$ cat config.mk
export PLATFORM = sky130hd
export DESIGN_NAME = seq_11011_frame_tx
export DESIGN_NICKNAME = d
export VERILOG_FILES = /design/src/rtl/seq_11011_frame_tx.sv
export SDC_FILE = /design/constraint.sdc
export NUM_CORES = 1
export LEC_CHECK = 0
export BUFFER_PORTS_ARGS = -buffer_cell sky130_fd_sc_hd__buf_2
export CAP_MARGIN = 20
export CORE_MARGIN = 2
export CORE_UTILIZATION = 25
export CTS_CLUSTER_DIAMETER = 150
export DETAILED_ROUTE_END_ITERATION = 7
export GPL_TIMING_DRIVEN = 0
export PLACE_DENSITY = 0.45
export SYNTH_ARGS = -nofsm -noshare
export SYNTH_HDL_FRONTEND = slang
export SYNTH_SLANG_ARGS = --single-unit
$ cat constraint.sdc
create_clock -name clk -period 3.1 [get_ports clk]
set_input_delay 0.465 -clock clk [delete_from_list [all_inputs] [get_ports clk]]
set_output_delay 0.465 -clock clk [all_outputs]
set_load 0.01 [all_outputs]
$ cat src/rtl/seq_11011_frame_tx.sv
// Serial frame transmitter: sync word 11011, then a zero-stuffed MSB-first payload,
// paced by a bit-rate strobe. Registered outputs; the FSM state is visible on dbg_state.
module seq_11011_frame_tx #(
    parameter int DATA_W = 8
) (
    input  logic              clk,
    input  logic              rst_n,
    input  logic [DATA_W-1:0] data_in,
    input  logic              data_valid,
    output logic              data_ready,
    input  logic              bit_en,
    output logic              serial_out,
    output logic              busy,
    output logic              frame_done,
    output logic [2:0]        dbg_state
);
    localparam int         IDX_W      = $clog2(DATA_W + 1);
    localparam logic [4:0] SYNC_PAT   = 5'b11011;
    localparam logic [3:0] STUFF_HIST = 4'b1101;

    typedef enum logic [2:0] {
        ST_IDLE  = 3'd0,
        ST_ARMED = 3'd1,
        ST_SYNC  = 3'd2,
        ST_DATA  = 3'd3,
        ST_STUFF = 3'd4
    } state_t;

    state_t            r_state;
    logic [DATA_W-1:0] r_data;
    logic [IDX_W-1:0]  r_bit_idx;
    logic [2:0]        r_sync_idx;
    logic [3:0]        r_hist;
    logic              r_serial;
    logic              r_busy;
    logic              r_done;
    logic              r_ready;
    logic              w_take;

    // Handshake: a word moves when data_valid and data_ready are both high at a rising edge.
    assign w_take = data_valid && r_ready && (r_state == ST_IDLE);

    always_ff @(posedge clk or negedge rst_n) begin
        if (!rst_n) begin
            r_state    <= ST_IDLE;
            r_data     <= '0;
            r_bit_idx  <= '0;
            r_sync_idx <= '0;
            r_hist     <= '0;
            r_serial   <= 1'b0;
            r_busy     <= 1'b0;
            r_done     <= 1'b0;
            r_ready    <= 1'b0;
        end else begin
            r_done <= 1'b0;
            case (r_state)
                ST_IDLE: begin
                    if (w_take) begin
                        r_data  <= data_in;
                        r_ready <= 1'b0;
                        r_busy  <= 1'b1;
                        r_state <= ST_ARMED;
                    end else begin
                        r_ready <= 1'b1;
                    end
                end
                ST_ARMED: begin
                    if (bit_en) begin
                        r_serial   <= SYNC_PAT[4];
                        r_sync_idx <= 3'd1;
                        r_state    <= ST_SYNC;
                    end
                end
                ST_SYNC: begin
                    if (bit_en) begin
                        if (r_sync_idx == 3'd5) begin
                            // First payload bit also seeds the stuffing history.
                            r_serial  <= r_data[DATA_W-1];
                            r_data    <= {r_data[DATA_W-2:0], 1'b0};
                            r_hist    <= {3'b000, r_data[DATA_W-1]};
                            r_bit_idx <= IDX_W'(DATA_W - 1);
                            r_state   <= ST_DATA;
                        end else begin
                            r_serial   <= SYNC_PAT[3'd4 - r_sync_idx];
                            r_sync_idx <= r_sync_idx + 3'd1;
                        end
                    end
                end
                ST_DATA, ST_STUFF: begin
                    if (bit_en) begin
                        if (r_bit_idx == '0) begin
                            r_serial <= 1'b0;
                            r_done   <= 1'b1;
                            r_busy   <= 1'b0;
                            r_state  <= ST_IDLE;
                        end else if (r_hist == STUFF_HIST) begin
                            r_serial <= 1'b0;
                            r_hist   <= {r_hist[2:0], 1'b0};
                            r_state  <= ST_STUFF;
                        end else begin
                            r_serial  <= r_data[DATA_W-1];
                            r_data    <= {r_data[DATA_W-2:0], 1'b0};
                            r_hist    <= {r_hist[2:0], r_data[DATA_W-1]};
                            r_bit_idx <= r_bit_idx - IDX_W'(1);
                            r_state   <= ST_DATA;
                        end
                    end
                end
                default: begin
                    r_state  <= ST_IDLE;
                    r_serial <= 1'b0;
                    r_busy   <= 1'b0;
                    r_ready  <= 1'b0;
                end
            endcase
        end
    end

    assign data_ready = r_ready;
    assign serial_out = r_serial;
    assign busy       = r_busy;
    assign frame_done = r_done;
    assign dbg_state  = r_state;

endmodule
==> flow_summary.json <==
{
  "regArea_um2": 651,
  "finalNetCount": 196,
  "cts_tree": "yes",
  "die_area_um2": 7180,
  "first_global_vias": 1336,
  "synth_area_per_cell_um2": 10.5,
  "setup_viol": 0,
  "clock_path_buffers": 2,
  "area_delta_synth_final_pct": 14.8,
  "die_h_um": 84.8,
  "crit_type": "reg2reg",
  "worst_setup_path_start_kind": "flop",
  "remaining_drc_errors": 0,
  "core_area_um2": 6310,
  "end_kind": "flop",
  "antenna_found_initial": 0,
  "slew_violations": 0,
  "relSlewSlack": 0.522,
  "chipWidth_um": 84.8,
  "cts_buffers": 3,
  "grt_pass1_wl_um": 6670,
  "antenna_left": 0,
  "syn_area_um2": 1630,
  "synth_flop_cell": "dfrtp_1",
  "ys_types": 54,
  "setup_tns_ns": 0,
  "hp-class": "in2async",
  "hpwl_um": 2760,
  "antenna_cells": 0,
  "root_buffer": "clkbuf_8",
  "vias": 1293,
  "synth-edff-count": 0,
  "cts_max_level": 1,
  "maxCapViolCount": 0,
  "placement_rows": 29,
  "post_cts.repair.setup_buffers": 0,
  "start_util": 0.258,
  "required_ns": 3.26,
  "globalplace.congestion": 0.768,
  "p_leak_nw": 0.824,
  "yosysWarningCount": 0,
  "p_per_area_nw_per_um2": 828,
  "status": "finished, final reports clean",
  "syn_nets": 173,
  "drt-initial-drc-count": 74,
  "period_needed_ns": 2.38,
  "grt_start_max_net_pins": 27,
  "final_cell_area_um2": 1870,
  "synthArstFlopShare": 1.00,
  "ctsHoldBuffers": 0,
  "fin_crit_sh": 0.769,
  "synth-seq-area-share": 0.399,
  "gr-total-overflow": 0,
  "fill_cells": 674,
  "port_buffers": 18,
  "tightest_slew_ns": 0.716,
  "cts_sinks": 26,
  "vdd_drop_max_mv": 0.332,
  "clkLatencyLatePin_ns": 0.27,
  "crit_arrival_ns": 2.55,
  "ys_ff_latch": 26,
  "synthTopCellsByArea": "dfrtp_1 40%, mux2_4 6.4%, mux2_2 4.1%, ha_1 3.8%, a21oi_1 2.8%",
  "synth_top_area_share": 0.399,
  "multi_input_area_um2": 896,
  "rsz0062_at_grt": "no",
  "pin_count": 19,
  "cts_resized": 0,
  "post_drt_wl_per_cell_um": 15.1,
  "drt_pass1_iterations": 4,
  "drive_gt1_frac": 0.258,
  "yosys.cell_count.top_type": "dfrtp_1",
  "clk_transition_reported_paths_ns": 0.09,
  "synth_common_cells": "26 x dfrtp_1, 9 x a21oi_1, 9 x inv_1",
  "worst_clock_skew_ns": 0.00619,
  "hold_viol": 0,
  "yosys.area.top_type": "dfrtp_1",
  "synthCells": 156,
  "timing.fmax_ghz": 0.419,
  "wirelength_um": 3850,
  "grt_usage": 0.114,
  "placed_cell_area_um2": 1820,
  "crit_fanout": 9,
  "viasPerCell": 5.07
}
[power breakdown]
part           switching (mW)  leakage, nW  total, mW  internal (mW)
registers               0.113        0.318      0.571          0.458
logic                   0.374        0.478      0.754          0.380
clock network           0.111       0.0288      0.225          0.114
[critical path: stages (launching register included)]
cell     delay [ns]
dfrtp_1        0.39
inv_1          0.09
ha_1           0.23
nor3b_1        0.62
nor2_1         0.22
o211a_1        0.28
buf_6          0.16
mux2_4         0.29
[per-stage QoR]
stage,cells,hold slack [ns],power (mW),setup WS (ns),util
final,255,0.188,1.55,0.716,0.296
after global routing,255,0.253,1.68,0.527,0.296
after CTS,255,0.214,1.57,0.694,0.296
after detailed placement,251,0.493,1.33,0.746,0.288
after global placement,251,0.498,1.33,0.783,0.288
after floorplan,156,0.169,1.14,1.08,-
[final cells by class]
cell class	instances	area share
buffer	7	0.0267
timing repair buffer	18	0.0481
multi-input combinational	114	0.479
inverter	9	0.0180
clock buffer	4	0.0294
tap	77	0.0515
sequential	26	0.348
[worst paths after layout]
check / startpoint / end / slack [ns] / cells after the start
setup / recovery: r_bit_idx[0]$_DFFE_PN0P_ / r_data[6]$_DFFE_PN0P_ / 0.72 / 7
hold / removal: rst_n / dbg_state[2]$_DFFE_PN0P_ / 0.19 / 1
setup reg to reg: r_bit_idx[0]$_DFFE_PN0P_ / r_data[6]$_DFFE_PN0P_ / 0.72 / 7
hold reg to reg: r_data[5]$_DFFE_PN0P_ / r_data[5]$_DFFE_PN0P_ / 0.51 / 1
max in group asynchronous: rst_n / r_data[4]$_DFFE_PN0P_ / 2.52 / 1
min in group clk: data_in[0] / r_data[0]$_DFFE_PN0P_ / 0.42 / 3
[cell families (layout without fill, tap and decap cells)]
group	count (synthesis)	after routing	synth area share
flops	26	26	0.399
compound gates	47	47	0.206
buf+inv	16	38	0.0514
fa+ha+maj	5	5	0.0384
mux	17	17	0.132
xor+xnor	1	1	0.00537
simple gates	44	44	0.167
[cell usage in the layout (no fill, tap or decap), types with 5 or more instances in the layout]
master    netlist  layout
a21oi_1         9       9
a211oi_1        5       5
mux2_2          6       6
buf_2           1      19
inv_1           9       9
nand2_1         6       6
mux2_4          7       7
o21ai_0         7       7
dfrtp_1        26      26
ha_1            5       5
nor2_1          6       6
[layer usage]
| layer | track usage | up-vias | wire [um] |
|---|---|---|---|
| met4 | 0.0274 | 0 | 31 |
| met2 | 0.183 | 31 | 1780 |
| met5 | 0 | - | 0 |
| met1 | 0.158 | 623 | 1860 |
| li1 | - | 635 | - |
| met3 | 0.0206 | 4 | 176 |
[flip-flops by register name (all words and copies together), names as in the netlist]
signal and count:
data_ready 1, frame_done 1, serial_out 1, busy 1, r_bit_idx 4, dbg_state 3
r_data 8, r_sync_idx 3, r_hist 4
Note: power is estimated with default switching activity, not from simulation.
